==> config.mk <==
export PLATFORM = sky130hd
export DESIGN_NAME = program_loader_flat
export DESIGN_NICKNAME = d
export VERILOG_FILES = /design/src/rtl/program_loader_if.sv /design/src/rtl/program_loader.sv /design/src/flat_wrapper.sv
export SDC_FILE = /design/constraint.sdc
export NUM_CORES = 1
export LEC_CHECK = 0
export BUFFER_PORTS_ARGS = -buffer_cell sky130_fd_sc_hd__buf_2
export CAP_MARGIN = 0
export CORE_MARGIN = 3
export CORE_UTILIZATION = 55
export DETAILED_ROUTE_END_ITERATION = 6
export GPL_ROUTABILITY_DRIVEN = 0
export MAX_ROUTING_LAYER = met4
export PLACE_DENSITY = 0.79
export SLEW_MARGIN = 25
export SYNTH_ARGS = -nofsm -noshare
export SYNTH_HDL_FRONTEND = slang
export SYNTH_SLANG_ARGS = --single-unit
export TNS_END_PERCENT = 5
==> constraint.sdc <==
create_clock -name CLK -period 5.55 [get_ports CLK]
set_input_delay 0.555 -clock CLK [delete_from_list [all_inputs] [get_ports CLK]]
set_output_delay 0.555 -clock CLK [all_outputs]
set_load 0.005 [all_outputs]
==> src/rtl/program_loader_if.sv <==
// ============================================================================
// Module      : program_loader_if
// Description : Byte-stream handshake and instruction-memory write bundle
//               between the boot stream source and program_loader.
// Revision    : 1.0
// ============================================================================
`default_nettype none

interface program_loader_if;
    logic        start;
    logic [7:0]  RXData;
    logic        RXValid;
    logic        RXReady;
    logic        IMWrEn;
    logic [31:0] IMWrAddr;
    logic [31:0] IMWrData;
    logic        CPUHold;
    logic        Busy;
    logic        Done;
    logic        Error;
    logic [15:0] WordCount;

    modport master (
        output start, RXData, RXValid,
        input  RXReady, IMWrEn, IMWrAddr, IMWrData,
        input  CPUHold, Busy, Done, Error, WordCount
    );

    modport slave (
        input  start, RXData, RXValid,
        output RXReady, IMWrEn, IMWrAddr, IMWrData,
        output CPUHold, Busy, Done, Error, WordCount
    );
endinterface

`default_nettype wire

==> src/rtl/program_loader.sv <==
// ============================================================================
// Module      : program_loader
// Description : Assembles a length-prefixed little-endian byte stream into
//               32-bit words, writes them to instruction memory and holds
//               the CPU in reset until a complete image is loaded.
// Revision    : 1.0
// ============================================================================
`default_nettype none

module program_loader #(
    parameter int unsigned DEPTH = 1024,
    parameter logic [31:0] BASE  = 32'h0000_0000
) (
    input  wire logic        CLK,
    input  wire logic        reset,
    program_loader_if.slave  bus
);

    localparam int unsigned c_idx_w = $clog2(DEPTH + 1);

    typedef enum logic [2:0] {
        S_IDLE  = 3'd0,
        S_LEN0  = 3'd1,
        S_LEN1  = 3'd2,
        S_LOAD  = 3'd3,
        S_DONE  = 3'd4,
        S_ERROR = 3'd5
    } state_t;

    state_t               r_state;
    logic [15:0]          r_len;
    logic [c_idx_w-1:0]   r_word_idx;
    logic [1:0]           r_byte_idx;
    logic [23:0]          r_asm;
    logic                 r_rx_ready;
    logic                 r_wr_en;
    logic [31:0]          r_wr_addr;
    logic [31:0]          r_wr_data;
    logic                 r_cpu_hold;
    logic                 r_busy;
    logic                 r_done;
    logic                 r_error;
    logic [15:0]          r_word_count;

    state_t               w_next;
    logic                 w_xfer;
    logic [15:0]          w_len;
    logic                 w_last;
    logic                 w_next_busy;

    always_comb begin
        w_xfer = bus.RXValid & r_rx_ready;
        w_len  = {bus.RXData, r_len[7:0]};
        w_last = ((32'(r_word_idx) + 32'd1) == 32'(r_len));
        w_next = r_state;
        case (r_state)
            S_IDLE, S_DONE, S_ERROR: begin
                if (bus.start) w_next = S_LEN0;
            end
            S_LEN0: begin
                if (w_xfer) w_next = S_LEN1;
            end
            S_LEN1: begin
                if (w_xfer) begin
                    if (w_len == 16'd0)              w_next = S_DONE;
                    else if (32'(w_len) > DEPTH)     w_next = S_ERROR;
                    else                             w_next = S_LOAD;
                end
            end
            S_LOAD: begin
                if (w_xfer && (r_byte_idx == 2'd3) && w_last) w_next = S_DONE;
            end
            default: w_next = S_IDLE;
        endcase
        w_next_busy = (w_next == S_LEN0) || (w_next == S_LEN1) || (w_next == S_LOAD);
    end

    // Status outputs are decoded from the next state so they line up with the
    // state register; CPUHold alone drops one cycle into DONE so the final
    // write has already landed before the processor leaves reset.
    always_ff @(posedge CLK or negedge reset) begin
        if (!reset) begin
            r_state      <= S_IDLE;
            r_len        <= 16'd0;
            r_word_idx   <= '0;
            r_byte_idx   <= 2'd0;
            r_asm        <= 24'd0;
            r_rx_ready   <= 1'b0;
            r_wr_en      <= 1'b0;
            r_wr_addr    <= 32'd0;
            r_wr_data    <= 32'd0;
            r_cpu_hold   <= 1'b1;
            r_busy       <= 1'b0;
            r_done       <= 1'b0;
            r_error      <= 1'b0;
            r_word_count <= 16'd0;
        end else begin
            r_state    <= w_next;
            r_rx_ready <= w_next_busy;
            r_busy     <= w_next_busy;
            r_done     <= (w_next == S_DONE);
            r_error    <= (w_next == S_ERROR);
            r_cpu_hold <= !((r_state == S_DONE) && (w_next == S_DONE));
            r_wr_en    <= 1'b0;

            case (r_state)
                S_LEN0: begin
                    if (w_xfer) r_len[7:0] <= bus.RXData;
                end
                S_LEN1: begin
                    if (w_xfer) begin
                        r_len[15:8]  <= bus.RXData;
                        r_word_count <= w_len;
                        r_word_idx   <= '0;
                        r_byte_idx   <= 2'd0;
                    end
                end
                S_LOAD: begin
                    if (w_xfer) begin
                        r_asm      <= {bus.RXData, r_asm[23:8]};
                        r_byte_idx <= r_byte_idx + 2'd1;
                        if (r_byte_idx == 2'd3) begin
                            r_wr_en    <= 1'b1;
                            r_wr_data  <= {bus.RXData, r_asm};
                            r_wr_addr  <= BASE + (32'(r_word_idx) << 2);
                            r_word_idx <= r_word_idx + 1'b1;
                        end
                    end
                end
                default: ;
            endcase
        end
    end

    assign bus.RXReady   = r_rx_ready;
    assign bus.IMWrEn    = r_wr_en;
    assign bus.IMWrAddr  = r_wr_addr;
    assign bus.IMWrData  = r_wr_data;
    assign bus.CPUHold   = r_cpu_hold;
    assign bus.Busy      = r_busy;
    assign bus.Done      = r_done;
    assign bus.Error     = r_error;
    assign bus.WordCount = r_word_count;

endmodule

`default_nettype wire

==> src/flat_wrapper.sv <==
// flat-port wrapper written by rule: the top's interface ports become plain ports
module program_loader_flat 
#(
    parameter int unsigned DEPTH = 1024,
    parameter logic [31:0] BASE  = 32'h0000_0000
)
  (CLK, reset, bus_start, bus_RXData, bus_RXValid, bus_RXReady, bus_IMWrEn, bus_IMWrAddr, bus_IMWrData, bus_CPUHold, bus_Busy, bus_Done, bus_Error, bus_WordCount);
  program_loader_if bus_i ();
  input  wire logic CLK;
  input  wire logic reset;
  input wire logic [$bits(bus_i.start)-1:0] bus_start;
  input wire logic [$bits(bus_i.RXData)-1:0] bus_RXData;
  input wire logic [$bits(bus_i.RXValid)-1:0] bus_RXValid;
  output wire logic [$bits(bus_i.RXReady)-1:0] bus_RXReady;
  output wire logic [$bits(bus_i.IMWrEn)-1:0] bus_IMWrEn;
  output wire logic [$bits(bus_i.IMWrAddr)-1:0] bus_IMWrAddr;
  output wire logic [$bits(bus_i.IMWrData)-1:0] bus_IMWrData;
  output wire logic [$bits(bus_i.CPUHold)-1:0] bus_CPUHold;
  output wire logic [$bits(bus_i.Busy)-1:0] bus_Busy;
  output wire logic [$bits(bus_i.Done)-1:0] bus_Done;
  output wire logic [$bits(bus_i.Error)-1:0] bus_Error;
  output wire logic [$bits(bus_i.WordCount)-1:0] bus_WordCount;
  assign bus_i.start = bus_start;
  assign bus_i.RXData = bus_RXData;
  assign bus_i.RXValid = bus_RXValid;
  assign bus_RXReady = bus_i.RXReady;
  assign bus_IMWrEn = bus_i.IMWrEn;
  assign bus_IMWrAddr = bus_i.IMWrAddr;
  assign bus_IMWrData = bus_i.IMWrData;
  assign bus_CPUHold = bus_i.CPUHold;
  assign bus_Busy = bus_i.Busy;
  assign bus_Done = bus_i.Done;
  assign bus_Error = bus_i.Error;
  assign bus_WordCount = bus_i.WordCount;
  program_loader #(.DEPTH(DEPTH), .BASE(BASE)) u_core (.CLK(CLK), .reset(reset), .bus(bus_i));
endmodule
# Word-level counts from Yosys, hierarchy flattened
# Cells that the tools add are included.
# Widths: inputs -> output; s select.
totals:
  input_bits: 12
  register_bits: 120
op_classes:
  reduce_logical: 16
  add_sub_neg: 3
  n_lt_le_gt_ge: 1
  n_eq_ne: 15
  mux: 17
  n_bitwise: 1
ops:
  columns: ["op", "count"]
  rows:
  - ["$mux 11", 3]
  - ["$eq 32x16->1", 1]
  - ["$pmux 11 s2", 1]
  - ["$mux 3", 6]
  - ["$gt 16x11->1 const B", 1]
  - ["$logic_not 16->1", 1]
  - ["$add 11x1->12 const B", 1]
  - ["$eq 3x2->1 const B", 4]
  - ["$eq 3x3->1 const B", 4]
  - ["$pmux 3 s4", 1]
  - ["$add 11x1->11 const B", 1]
  - ["$eq 3x1->1 const B", 2]
  - ["$ne 2x1->1 const B", 3]
  - ["$reduce_and 2->1", 3]
  - ["$reduce_and 3->1", 2]
  - ["$mux 2", 2]
  - ["$pmux 2 s2", 1]
  - ["$reduce_and 4->1", 1]
  - ["$logic_and 1x1->1", 3]
  - ["$logic_not 3->1", 1]
  - ["$mux 1", 3]
  - ["$reduce_or 3->1", 1]
  - ["$add 2x1->2 const B", 1]
  - ["$eq 2x2->1 const B", 1]
  - ["4 further kinds", 5]

# Logic depth before layout (Yosys ltp)
depth:
  depth_word: 8
  mapped_depth: 8

# Worst setup path before layout
# OpenSTA, ideal clock, no wires.
synth_timing:
  kind: "register -> register"
  from: "register u_core.r_word_idx[0]"
  to: "register u_core.r_state[1]"
  t_required_ns: 5.426
  setup_slack_ns: 3.146
  path_stages_with_launch: 9
  arrival_ns: 2.280
  setup_ns: 0.124
  synth_period_minus_slack_ns: 2.404
  path_cell_list: "dfrtp_1 -> ha_1 -> buf_2 -> nand2_1 -> o21a_1 -> or4_4 -> a2111oi_4 -> a31oi_1 -> or2_1"
synth_via:
  elab_chain_len: 5
synth_lines:
  columns: ["item", "line", "source"]
  rows:
  - ["start, declared", "program_loader.sv:32", "logic [c_idx_w-1:0] r_word_idx;"]
  - ["start signal, assigned", "program_loader.sv:126", "r_word_idx <= r_word_idx + 1'b1;"]
  - ["$add 11x1->12", "program_loader.sv:54", "w_last = ((32'(r_word_idx) + 32'd1) == 32'(r_len));"]
  - ["$eq 32x16->1", "program_loader.sv:54", null]
  - ["$logic_and 1x1->1", "program_loader.sv:71", "if (w_xfer && (r_byte_idx == 2'd3) && w_last) w_next = S_DONE;"]
  - ["$mux 3", "program_loader.sv:71", null]
  - ["$pmux 3 s4", "program_loader.sv:56", "case (r_state)"]
  - ["net u_core.w_next[1]", "program_loader.sv:45", "state_t w_next;"]
  - ["end signal, assigned", "program_loader.sv:98", "r_state <= w_next;"]
  - ["end, declared", "program_loader.sv:30", "state_t r_state;"]
# The timed path passes the listed nets, and every way through them passes these cells.
# A chain may end at the register's enable or synchronous reset.

# Worst setup path in the final report
# Same ends and word-level chain as after synthesis.

==> run metrics <==
outcome finished, final reports clean; sequential power share 0.515; net total in the final layout 562; Async SR Flop Fraction 1.000; Fmax 338.0 MHz; post-CTS setup buffers 0; Avg Cell Area, Syn 10.38 um2; post-synth cell types 48; Avg WL per Cell 16.37 um; crit path DAT 3.22 ns; final hold vios 0; crit path kind reg2reg; post-route cell area 0.005582 mm2; CTS clk-pin slew, worst paths 0.11 ns; Clk Latency, worst-skew pair 0.37 ns; drt pass-1 iters 5; Top-Level Pins 98; Core ar. 0.008806 mm2; Worst Setup SP u_core.r_word_idx[0]$_DFFE_PN0P_; ANT cells 0; die height 101.8 um; H-tree level count 3; Post-synth EDFFs 0; Warnings, synthesis 0; Worst Tran Pin Value 0.7568 ns; share of cells above drive strength 1 0.2736; worst-path fanout max 9; Post-synth top flop dfrtp_1; Final HPWL DP 7505 um; power per standard cell area 471.0 mW/mm2; first-pass GRT wire length 17750 um; cts hold-fix bufs 0; Hold Crit Class in2async; die width 101.8 um; net switching power 0.8841 mW; Netlist Area Pre-Place 0.005046 mm2; Synth area leader dfrtp_1; Final period util 0.5331; Placed Instance Area 0.005383 mm2; Worst slew margin 0.4954; IO Port Bufs 76; grt ovf 0; clock power share 0.187; RSZ-0062 raised after global routing no; Sink Count 112; Crit Reg-Reg Startpoint u_core.r_word_idx[0]$_DFFE_PN0P_; Residual DRC 0; Fill cells 690; Max Cap Viol 0; Pleak 2.844 nW; vias per inst 5.608; Gate Count Post-Synth 486; register area share after synthesis 0.5557; Slew Viols, Final 0; crit start category register; skew final 0.009055 ns; Fin Setup TNS 0 ns; final count of negative-setup-slack endpoints 0; crit end category register; cts repair resizes 0; Max VDD drop 0.2609 mV; clk buf depth 2; P_int 1.745 mW; commonest non-fill, non-tap cell in the layout nand2_1; Area contributors post-synth dfrtp_1, nand2_1, mux2_2, buf_4, o21ai_0; CTS tree built; maximum number of pins on one net before global-route repair 63; antenna-violating nets left 0; clock root buffer clkbuf_8; combinational share of power 0.299; Worst EP required 5.82 ns; vias in the first global route 3424; fin crit period 2.959 ns; antenna violations before repair 0; most frequent cells in the layout nand2_1, dfrtp_1, buf_2, mux2_2, conb_1; die area 0.01036 mm2; Core Rows 34; cts bufs inserted 9; Total GRT Usage 0.2285; sw frac 0.3363; area share of the largest cell type after synthesis 0.5505; DRT Wirelength 10800 um; initial core utilization 0.5730; via count 3701; initial DRC count 254; Yosys reg bits 112; Layout area overhead 10.61%
[metal layers]
| metal | global-route usage | up-vias | routed length, um |
|---|---|---|---|
| met1 | 0.3298 | 1813 | 4851 |
| li1 | - | 1699 | - |
| met4 | 0.07362 | 0 | 169 |
| met5 | - | - | 0 |
| met2 | 0.3295 | 166 | 5063 |
| met3 | 0.04201 | 23 | 720 |
[cells by family after synthesis]
logic type               synth area share
other                           0.0007431
AND/OR/NAND/NOR                    0.1867
flip-flops                         0.5557
adder cells (fa/ha/maj)          0.004958
AO/OA/AOI/OAI                     0.05951
multiplexers                       0.1091
buffers and inverters             0.06248
XOR/XNOR                          0.02083
[through the flow]
step | utilization | worst slack (ns) | total power [mW] | hold WS (ns) | cells
after floorplan | - | 3.146 | 1.856 | 0.2594 | 506
after CTS | 0.6330 | 2.193 | 2.637 | 0.2147 | 660
after global placement | 0.6104 | 2.268 | 2.098 | 0.4466 | 645
after detailed placement | 0.6113 | 2.036 | 2.151 | 0.4528 | 645
final | 0.6338 | 2.591 | 2.629 | 0.1957 | 660
after global routing | 0.6338 | 2.226 | 2.804 | 0.2375 | 660
[worst paths after layout]
| kind | depth (start not counted) | to | slack [ns] |
|---|---|---|---|
| min | 1 | u_core.bus.WordCount[10]$_DFFE_PN0P_ | 0.20 |
| max reg2reg | 7 | u_core.r_state[1]$_DFF_PN0_ | 2.59 |
| min in group CLK | 3 | u_core.bus.IMWrData[30]$_DFFE_PN0P_ | 0.44 |
| min reg2reg | 2 | u_core.bus.IMWrData[2]$_DFFE_PN0P_ | 0.47 |
| max | 7 | u_core.r_state[1]$_DFF_PN0_ | 2.59 |
| max in group asynchronous | 2 | u_core.bus.IMWrData[22]$_DFFE_PN0P_ | 4.17 |
[flip-flops by register name, indices dropped and copies added (netlist names)]
register and flops:
u_core.bus.IMWrData 32, u_core.r_asm 24, u_core.bus.WordCount 16, u_core.bus.IMWrAddr 11, u_core.r_word_idx 11, u_core.r_len 8
u_core.r_state 3, u_core.r_byte_idx 2, u_core.bus.CPUHold 1, u_core.bus.Done 1, u_core.bus.Error 1, u_core.bus.IMWrEn 1
u_core.bus.RXReady 1
[power groups by stage]
stage / clock (mW) / combinational [mW] / sequential [mW]
after floorplan: 0 / 0.551 / 1.31
after global placement: 0 / 0.746 / 1.35
after detailed placement: 0 / 0.784 / 1.37
after CTS: 0.494 / 0.792 / 1.35
after global routing: 0.537 / 0.870 / 1.40
final: 0.491 / 0.785 / 1.35
[synth_stat cells, types with 2 or more instances]
cell type / n
nand4_1: 3
ha_1: 2
xor2_1: 5
o22ai_1: 2
nor2_1: 12
or4_1: 5
a21o_1: 2
nor4_1: 4
clkbuf_1: 15
buf_2: 3
a21oi_1: 5
nor3_1: 7
or2_2: 2
a211o_1: 2
or3_1: 6
dfrtp_1: 111
nand3_1: 6
a31oi_1: 2
nand2_1: 150
and3_1: 4
buf_4: 30
mux2_2: 48
o31ai_1: 5
xnor2_1: 7
o21ai_0: 15
nand2b_1: 7
inv_1: 5
[final cells by class]
| cell class | count | area [um2] | share of cell area |
|---|---|---|---|
| clock buffer | 10 | 127.6 | 0.02286 |
| clock inverter | 5 | 63.81 | 0.01143 |
| inverter | 5 | 18.77 | 0.003362 |
| multi-input combinational | 341 | 2027 | 0.3631 |
| sequential | 112 | 2804 | 0.5024 |
| tap | 108 | 135.1 | 0.02421 |
| timing repair buffer | 79 | 405.4 | 0.07263 |
[critical path, stage by stage (launching register included)]
cell and delay, ns:
dfrtp_1 0.52, ha_1 0.44, nand2_1 0.24, o21a_1 0.26, or4_4 0.53, a2111oi_4 0.40
a31oi_1 0.20, or2_1 0.26
(Power assumes the default switching activity.)
